**src/rtl/spi_pkg.sv**
```systemverilog
`default_nettype none
// ============================================================================
//  Module      : spi_pkg
//  Description : Shared types and helpers for the SPI master transmit stage:
//                FSM state encoding, SPI mode decoding and word-width clamp.
//  Revision    : 1.0 - initial release
// ============================================================================
package spi_pkg;

    localparam int SPI_MAX_WIDTH = 64;

    typedef enum logic [2:0] {
        IDLE  = 3'd0,
        SETUP = 3'd1,
        SHIFT = 3'd2,
        HOLD  = 3'd3,
        GAP   = 3'd4
    } spi_state_t;

    // Clock polarity: idle level of sclk.
    function automatic logic cpol(input logic [1:0] mode);
        return mode[1];
    endfunction

    // Clock phase: 0 = sample on leading edge, 1 = sample on trailing edge.
    function automatic logic cpha(input logic [1:0] mode);
        return mode[0];
    endfunction

    // A requested width of 0, or one wider than the container, means "full container".
    function automatic logic [6:0] clamp_width(input logic [5:0] req, input int max_w);
        if (req == 6'd0 || int'(req) > max_w) begin
            return 7'(max_w);
        end
        return {1'b0, req};
    endfunction

endpackage
`default_nettype wire

```
**src/rtl/spi_master_tx_clk_div.sv**
```systemverilog
`default_nettype none
// ============================================================================
//  Module      : spi_clk_div
//  Description : Half-period tick generator. While load is low, tick pulses
//                for one cycle every h cycles; load restarts the count.
//  Revision    : 1.0 - initial release
// ============================================================================
module spi_clk_div #(
    parameter int PRESCALE_WIDTH = 16
) (
    input  logic                    clk,
    input  logic                    rst_n,
    input  logic                    load,
    input  logic [PRESCALE_WIDTH:0] h,
    output logic                    tick
);

    logic [PRESCALE_WIDTH:0] r_cnt;
    logic [PRESCALE_WIDTH:0] w_last_cnt;
    logic                    w_last;

    assign w_last_cnt = h - {{PRESCALE_WIDTH{1'b0}}, 1'b1};
    assign w_last     = (r_cnt == w_last_cnt);
    assign tick       = w_last && !load;

    // Free-running count that wraps on every tick and restarts on load.
    always_ff @(posedge clk or negedge rst_n) begin
        if (!rst_n) begin
            r_cnt <= '0;
        end else if (load || w_last) begin
            r_cnt <= '0;
        end else begin
            r_cnt <= r_cnt + {{PRESCALE_WIDTH{1'b0}}, 1'b1};
        end
    end

endmodule
`default_nettype wire

```
**src/rtl/spi_master_tx.sv**
```systemverilog
`default_nettype none
// ============================================================================
//  Module      : spi_master_tx
//  Description : SPI master transmit / bus-timing stage. Accepts words on an
//                AXI-Stream slave port and drives sclk, mosi, cs_n plus the
//                capture qualifier for the companion receiver.
//  Revision    : 1.0 - initial release
// ============================================================================
module spi_master_tx
    import spi_pkg::*;
#(
    parameter int AXIS_DATA_WIDTH = 8,
    parameter int PRESCALE_WIDTH  = 16
) (
    input  logic                       clk,
    input  logic                       rst_n,
    input  logic [AXIS_DATA_WIDTH-1:0] s_axis_tdata,
    input  logic                       s_axis_tvalid,
    output logic                       s_axis_tready,
    output logic                       sclk,
    output logic                       mosi,
    output logic                       cs_n,
    output logic                       enable_capture,
    input  logic [1:0]                 spi_mode,
    input  logic [5:0]                 spi_word_width,
    input  logic [PRESCALE_WIDTH-1:0]  prescale,
    output logic                       busy
);

    localparam int c_aw = AXIS_DATA_WIDTH;

    spi_state_t                r_state;
    spi_state_t                w_next_state;
    logic [c_aw-1:0]           r_shreg;
    logic                      r_cpha;
    logic [6:0]                r_w;
    logic [PRESCALE_WIDTH:0]   r_h;
    logic [6:0]                r_edge_cnt;
    logic                      r_sclk;
    logic                      r_mosi;
    logic                      r_cs_n;
    logic                      r_en_cap;
    logic                      r_tready;
    logic                      r_busy;

    logic                      w_handshake;
    logic                      w_tick;
    logic [6:0]                w_width;
    logic [c_aw-1:0]           w_aligned;
    logic [PRESCALE_WIDTH:0]   w_h_in;
    logic                      w_last_edge;
    logic                      w_advance;
    logic                      w_next_idle;
    logic                      w_next_gap;

    assign w_handshake = s_axis_tvalid && r_tready;
    assign w_width     = clamp_width(spi_word_width, c_aw);
    // Left-align so the first bit out is always the container MSB.
    assign w_aligned   = s_axis_tdata << (c_aw - int'(w_width));
    assign w_h_in      = {1'b0, prescale} + {{PRESCALE_WIDTH{1'b0}}, 1'b1};
    // Edge 2W is the one taken when 2W-1 edges have already been counted.
    assign w_last_edge = (r_edge_cnt == ({r_w[5:0], 1'b0} - 7'd1));
    // The upcoming edge is odd (leading) when the count so far is even.
    assign w_advance   = r_cpha ? !r_edge_cnt[0] : (r_edge_cnt[0] && !w_last_edge);
    assign w_next_idle = (w_next_state == IDLE);
    assign w_next_gap  = (w_next_state == GAP);

    spi_clk_div #(
        .PRESCALE_WIDTH (PRESCALE_WIDTH)
    ) u_clk_div (
        .clk   (clk),
        .rst_n (rst_n),
        .load  (r_state == IDLE),
        .h     (r_h),
        .tick  (w_tick)
    );

    // State register.
    always_ff @(posedge clk or negedge rst_n) begin
        if (!rst_n) begin
            r_state <= IDLE;
        end else begin
            r_state <= w_next_state;
        end
    end

    // Next-state logic: every non-idle state lasts whole half-periods.
    always_comb begin
        w_next_state = r_state;
        case (r_state)
            IDLE:    if (w_handshake)               w_next_state = SETUP;
            SETUP:   if (w_tick)                    w_next_state = SHIFT;
            SHIFT:   if (w_tick && w_last_edge)     w_next_state = HOLD;
            HOLD:    if (w_tick)                    w_next_state = GAP;
            GAP:     if (w_tick)                    w_next_state = IDLE;
            default:                                w_next_state = IDLE;
        endcase
    end

    // Registered bus outputs and shift datapath, all derived from the next state.
    always_ff @(posedge clk or negedge rst_n) begin
        if (!rst_n) begin
            r_shreg    <= '0;
            r_cpha     <= 1'b0;
            r_w        <= '0;
            r_h        <= '0;
            r_edge_cnt <= '0;
            r_sclk     <= 1'b0;
            r_mosi     <= 1'b1;
            r_cs_n     <= 1'b1;
            r_en_cap   <= 1'b0;
            r_tready   <= 1'b0;
            r_busy     <= 1'b0;
        end else begin
            r_tready <= w_next_idle;
            r_busy   <= !w_next_idle;
            r_cs_n   <= w_next_idle || w_next_gap;
            r_en_cap <= !(w_next_idle || w_next_gap);
            case (r_state)
                IDLE: begin
                    r_sclk     <= cpol(spi_mode);
                    r_edge_cnt <= '0;
                    if (w_handshake) begin
                        r_cpha <= cpha(spi_mode);
                        r_w    <= w_width;
                        r_h    <= w_h_in;
                        if (cpha(spi_mode)) begin
                            r_shreg <= w_aligned;
                        end else begin
                            // CPHA=0 presents the first bit before any clock edge.
                            r_mosi  <= w_aligned[c_aw-1];
                            r_shreg <= w_aligned << 1;
                        end
                    end
                end
                SHIFT: begin
                    if (w_tick) begin
                        r_sclk     <= !r_sclk;
                        r_edge_cnt <= r_edge_cnt + 7'd1;
                        if (w_advance) begin
                            r_mosi  <= r_shreg[c_aw-1];
                            r_shreg <= r_shreg << 1;
                        end
                    end
                end
                HOLD: begin
                    if (w_tick) begin
                        r_mosi <= 1'b1;
                    end
                end
                default: ;
            endcase
        end
    end

    assign s_axis_tready  = r_tready;
    assign sclk           = r_sclk;
    assign mosi           = r_mosi;
    assign cs_n           = r_cs_n;
    assign enable_capture = r_en_cap;
    assign busy           = r_busy;

endmodule
`default_nettype wire

```
**config.mk**
```make
export PLATFORM = sky130hd
export DESIGN_NAME = spi_master_tx
export DESIGN_NICKNAME = d
export VERILOG_FILES = /design/src/rtl/spi_pkg.sv /design/src/rtl/spi_master_tx_clk_div.sv /design/src/rtl/spi_master_tx.sv
export SDC_FILE = /design/constraint.sdc
export NUM_CORES = 1
export LEC_CHECK = 0
export ABC_CLOCK_PERIOD_IN_PS = 5100
export BUFFER_PORTS_ARGS = -buffer_cell sky130_fd_sc_hd__buf_2
export CORE_ASPECT_RATIO = 1.75
export CORE_MARGIN = 2
export CORE_UTILIZATION = 60
export CTS_CLUSTER_SIZE = 14
export DETAILED_ROUTE_END_ITERATION = 10
export PLACE_DENSITY = 0.93
export SYNTH_ARGS = -nofsm -noshare
export SYNTH_HDL_FRONTEND = slang
export SYNTH_SLANG_ARGS = --single-unit
```
**constraint.sdc**
```tcl
create_clock -name clk -period 5.1 [get_ports clk]
set_input_delay 1.53 -clock clk [delete_from_list [all_inputs] [get_ports clk]]
set_output_delay 1.53 -clock clk [all_outputs]
set_load 0.1 [all_outputs]
```
Yosys cells after proc, flatten, opt, wreduce, memory -nomap -nowiden. Cells that the tools add are included.

Word-level logic and storage cells: 81. Register bits: 65.

Reduce and logical (&&, ||, !) cells: 22. Multiplexer cells: 26. Eq/ne operators: 12. Add/subtract/negate cells: 6. Order comparisons: 1. Shift-type cells: 1.

Operators with widths (count): 8-bit 2-to-1 mux (4); 8-bit by 32-bit left shift with 8-bit output (1); 7-bit 2-to-1 mux (3); 16-bit by 1-bit adder with 17-bit output, second input constant (1); 17-bit by 1-bit adder with 17-bit output, second input constant (1); 17-bit equality test (1); 17-bit 2-to-1 mux (1); 17-bit by 1-bit subtractor with 17-bit output, second input constant (1); 8-bit one-hot mux with 2 select lines (1); 3-bit 2-to-1 mux (5); 3-bit one-hot mux with 5 select lines (1); 7-bit one-hot mux with 2 select lines (1); 2-bit inequality test, second input constant (5); 1-bit 2-to-1 mux (8); 4-bit by 7-bit subtractor with 8-bit output, first input constant (1); 7-bit by 1-bit adder with 7-bit output, second input constant (1); 7-bit equality test (1); 7-bit by 1-bit subtractor with 7-bit output, second input constant (1); 3-bit by 2-bit equality test with 1-bit output, second input constant (2); 3-bit equality test, second input constant (2); 6-bit by 4-bit greater-than comparator with 1-bit output, second input constant (1); 1-bit logical NOT (6); 3-bit logical NOT (2); 6-bit logical NOT (1); 10 further kinds (16).

Logic depth before layout (Yosys ltp).
Depth after elaboration: 9. Mapped depth: 12. Depth with buffers taken out: 10.

Hierarchy. Synthesis repeated with hierarchy kept, for this count alone.

Cell total of the unflattened synthesis: 475. Area total of the unflattened synthesis: 4257.8 um^2.

By module, submodules not included: spi_master_tx (times used 1, area each 2904.0 um^2, cells each 314); spi_clk_div (times used 1, area each 1353.8 um^2, cells each 161).

Least setup slack after synthesis. No wires, ideal clock.

Path kind: input to register. Start point: input port spi_word_width[3]. End point: register r_shreg[5]. Library setup time: 128 ps. Slack: 1014 ps. Required time: 4972 ps. Stages: 11. Arrival: 3958 ps. Cells stage by stage: nor4b_1 > clkbuf_1 > inv_2 > ha_1 > clkbuf_1 > inv_1 > o311a_1 > or3_1 > a2bb2oi_1 > o21a_1 > mux2_1.

Longest elaborated chain between the ends: 9. Elaborated cells between the ends (all ways): 10. Those cells by class: add/sub: 1; order compare: 1; shift: 1; mux: 5; reduce/logical: 2.

RTL lines: start, declared (line spi_master_tx.sv:25) `input logic [5:0] spi_word_width,`; 6-bit by 4-bit greater-than comparator with 1-bit output / 6-bit logical NOT (equally long branches) (line spi_pkg.sv:32) `if (req == 6'd0 || int'(req) > max_w) begin`; 1-bit logical OR (line spi_pkg.sv:32); 1-bit 2-to-1 mux (line spi_pkg.sv:32); 7-bit 2-to-1 mux (*) (line spi_pkg.sv:35) `return {1'b0, req};`; 4-bit by 7-bit subtractor with 8-bit output (*) (line spi_master_tx.sv:59) `assign w_aligned = s_axis_tdata << (c_aw - int'(w_width));`; 8-bit by 32-bit left shift with 8-bit output (*) (line spi_master_tx.sv:59); 8-bit 2-to-1 mux (*) (line spi_master_tx.sv:127) `if (cpha(spi_mode)) begin`; 8-bit 2-to-1 mux (*) (line spi_master_tx.sv:123) `if (w_handshake) begin`; 8-bit one-hot mux with 2 select lines (*) (line spi_master_tx.sv:119) `case (r_state)`; end signal, assigned (line spi_master_tx.sv:128) `r_shreg <= w_aligned;`; end signal, assigned (line spi_master_tx.sv:132) `r_shreg <= w_aligned << 1;`; end signal, assigned (line spi_master_tx.sv:142) `r_shreg <= r_shreg << 1;`; end, declared (line spi_master_tx.sv:34) `logic [c_aw-1:0] r_shreg;`.

Every way passes the cells marked *; elsewhere a longest branch is shown, timed or not. The select of a mux whose other input is x is not followed. A chain may end at the register's enable or synchronous reset.

Worst setup path in the final report.
Start point: input port spi_word_width[3]. End point: register r_shreg[3].

The elaborated chain is that of the path after synthesis.

==> flow_summary.ini <==
[routing]
vias = 3721
post-route-drc-count = 0
routed_wire_length_per_instance_um = 17.59
wl_um = 10450
drtIter0Drc = 196
drtAntennaViolNets = 0
first_pass_iters = 4
viasPerCell = 6.264

[cts]
post_cts_buffers = 0
holdBufCountCts = 0
h-tree-depth = 3
cts_buffers = 9
clockBufferDepth = 2
clk_latency_ns = 0.34
cts_tree = built
cts.sinks = 65
cts.clk_slew.worst_paths_ns = 0.06
cts-root-buf = clkbuf_16
cts_resized = 0

[yosys]
synth.net_count = 511
avgSynthCellArea_um2 = 9.142
synth-main-ff-cell = dfrtp_1
ys_ff_latch = 65
async_flop_share = 1.000
yosysWarnings = 0
ys_types = 61
syn_area_mm2 = 0.004297
synth_edf_count = 0
syn_inst = 470
yosysSeqAreaShare = 0.3791

[place]
place.gp.congestion = 0.9047
dp.final_hpwl_um = 7689
pre_cts_ws_ns = 1.065
port-buffer-count = 40

[sta]
setup_viol = 0
timing.fmax_mhz = 268.4
maxSlewViolCount = 0
finalCritPeriodShare = 0.7306
maxSlewHeadroom = 0.2865
timing.hold.ws_ns = 0.4985
clock_skew_ns = 0.003972
fin_crit_ns = 3.726
setup_slack_ns = 1.374
finalHoldViolCount = 0
rsz0062_at_grt = false
tns_ns = 0
worstMarginPinSlew_ns = 1.062

[setup_path]
startpoint_type = primary input
crit_required_ns = 5.37
timing.rr.start = r_h[0]
worst-setup-path-type = primary input to flip-flop
arrival_ns = 3.99
crit_start = spi_word_width[3]
crit_fanout = 10
cp-end-kind = flip-flop
r2r_slack_ns = 1.68

[floorplan]
row_count = 40
io_pins = 41
die-area_mm2 = 0.007881
coreArea_mm2 = 0.006907
start_util = 0.6221
die_w_um = 67.97
die_y_um = 115.9

[run_status]
status = finished clean

[finish]
layout_common_cells = 63 x dfrtp_1, 46 x nand2_1, 40 x buf_2
fin_nets = 546
layout-drive-gt1-share = 0.1588
diodes = 0
fillers = 485
syn2layout_area_growth_pct = 12.70
mostFrequentLayoutCell = dfrtp_1

[worst_hold_path]
min_from = r_shreg[7]
hp-class = flip-flop to flip-flop

[grt]
grt_pass1_wl_um = 16910
grt_max_degree = 42
antenna_found_initial = 0
grt_util_all_layers = 0.2923
grt_pass1_vias = 3769
grt-ovfl-total = 0

[power_and_ir_drop]
peakVddDrop_mv = 0.3026
p_leak_nw = 2.070
power.density_mw_per_mm2 = 486.1

[job]
max_cap_violations = 0
-- per-stage QoR --
stage	std cells	instance area (um^2)	util	power [mW]
after global placement	578	4559	0.6601	1.705
after CTS	594	4842	0.7011	2.350
after floorplan	470	4297	-	1.551
after detailed placement	578	4559	0.6601	1.752
final	594	4842	0.7011	2.354
after global routing	594	4842	0.7011	2.485
-- per-layer routing --
metal  vias to the layer above  routed length [um]  global-route usage
met5                         -                   0                   0
met4                         0                 652              0.1933
met3                        50                 545             0.08350
met2                       143                5661              0.5100
met1                      1773                3589              0.2891
li1                       1755                   -                   -
-- state kept, by name (all words and copies together), names as in the netlist --
name,cells
r_h,17
s_axis_tready,1
mosi,1
cs_n,1
r_w,6
busy,1
r_shreg,8
r_edge_cnt,7
r_cpha,1
r_state,3
u_clk_div.r_cnt,17
sclk,1
enable_capture,1
-- final timing paths --
path / cells past startpoint / endpoint
setup reg to reg: 9 / r_shreg[0]
max in group asynchronous: 2 / cs_n
hold / removal: 1 / r_shreg[7]
min in group asynchronous: 1 / u_clk_div.r_cnt[3]
hold reg to reg: 1 / r_shreg[7]
setup / recovery: 11 / r_shreg[3]
-- worst max-delay path: stages --
cell	delay [ns]
buf_2	0.12
nor3_1	0.39
nand2_1	0.14
ha_1	0.45
inv_1	0.19
a21oi_1	0.06
a211oi_1	0.38
nor2_1	0.08
a2111oi_0	0.44
a21oi_1	0.07
mux2i_1	0.14
-- cells in the mapped netlist, types with 2 or more instances --
master / n / share of area
a2111oi_0: 2 / 0.0041
a211oi_1: 5 / 0.0087
a21o_1: 2 / 0.0035
a21oi_1: 16 / 0.019
a31oi_1: 4 / 0.0058
a32oi_1: 2 / 0.0041
and2_1: 6 / 0.0087
and3_1: 13 / 0.019
buf_2: 3 / 0.0035
clkbuf_1: 17 / 0.015
dfrtp_1: 63 / 0.37
dfstp_2: 2 / 0.012
ha_1: 6 / 0.017
inv_1: 13 / 0.011
mux2_1: 8 / 0.021
mux2_2: 2 / 0.0052
mux2i_1: 11 / 0.026
nand2_1: 46 / 0.040
nand2b_1: 4 / 0.0058
nand3_1: 23 / 0.027
nand4_1: 9 / 0.013
nor2_1: 39 / 0.034
nor2b_1: 6 / 0.0087
nor3_1: 16 / 0.019
nor3b_1: 2 / 0.0035
nor4_1: 4 / 0.0058
nor4_4: 3 / 0.015
nor4b_1: 2 / 0.0041
o2111ai_1: 2 / 0.0041
o21a_1: 3 / 0.0052
o21ai_0: 21 / 0.024
o21ai_1: 5 / 0.0058
o221ai_1: 2 / 0.0041
o311a_1: 2 / 0.0047
o31ai_1: 6 / 0.010
o41ai_1: 2 / 0.0041
or3_1: 10 / 0.015
or4_1: 7 / 0.012
xnor2_1: 30 / 0.061
xor2_1: 30 / 0.061
-- report_power, final --
part           internal [mW]  leakage, nW  switching [mW]
Combinational          0.357         1.10           0.543
Clock                  0.352        0.137           0.234
Sequential             0.666        0.834           0.200
Total                   1.38         2.07           0.978
-- final cells by class --
class / instances / area (um^2) / share of cell area
Clock inverter: 5 / 30.03 / 0.006202
Sequential cell: 65 / 1629 / 0.3364
Inverter: 14 / 52.55 / 0.01085
Multi-Input combinational cell: 369 / 2527 / 0.5220
Tap cell: 84 / 105.1 / 0.02171
Clock buffer: 11 / 252.7 / 0.05220
Timing Repair Buffer: 46 / 245.2 / 0.05065
-- logic make-up after synthesis --
| group | after synthesis | share of synthesized area |
|---|---|---|
| AND/OR/NAND/NOR | 200 | 0.2563 |
| AO/OA/AOI/OAI | 80 | 0.1281 |
| flip-flops | 65 | 0.3791 |
| XOR/XNOR | 61 | 0.1278 |
| buffers and inverters | 36 | 0.03407 |
| multiplexers | 22 | 0.05708 |
| adder cells (fa/ha/maj) | 6 | 0.01747 |
Note: power is estimated with default switching activity, not from simulation.
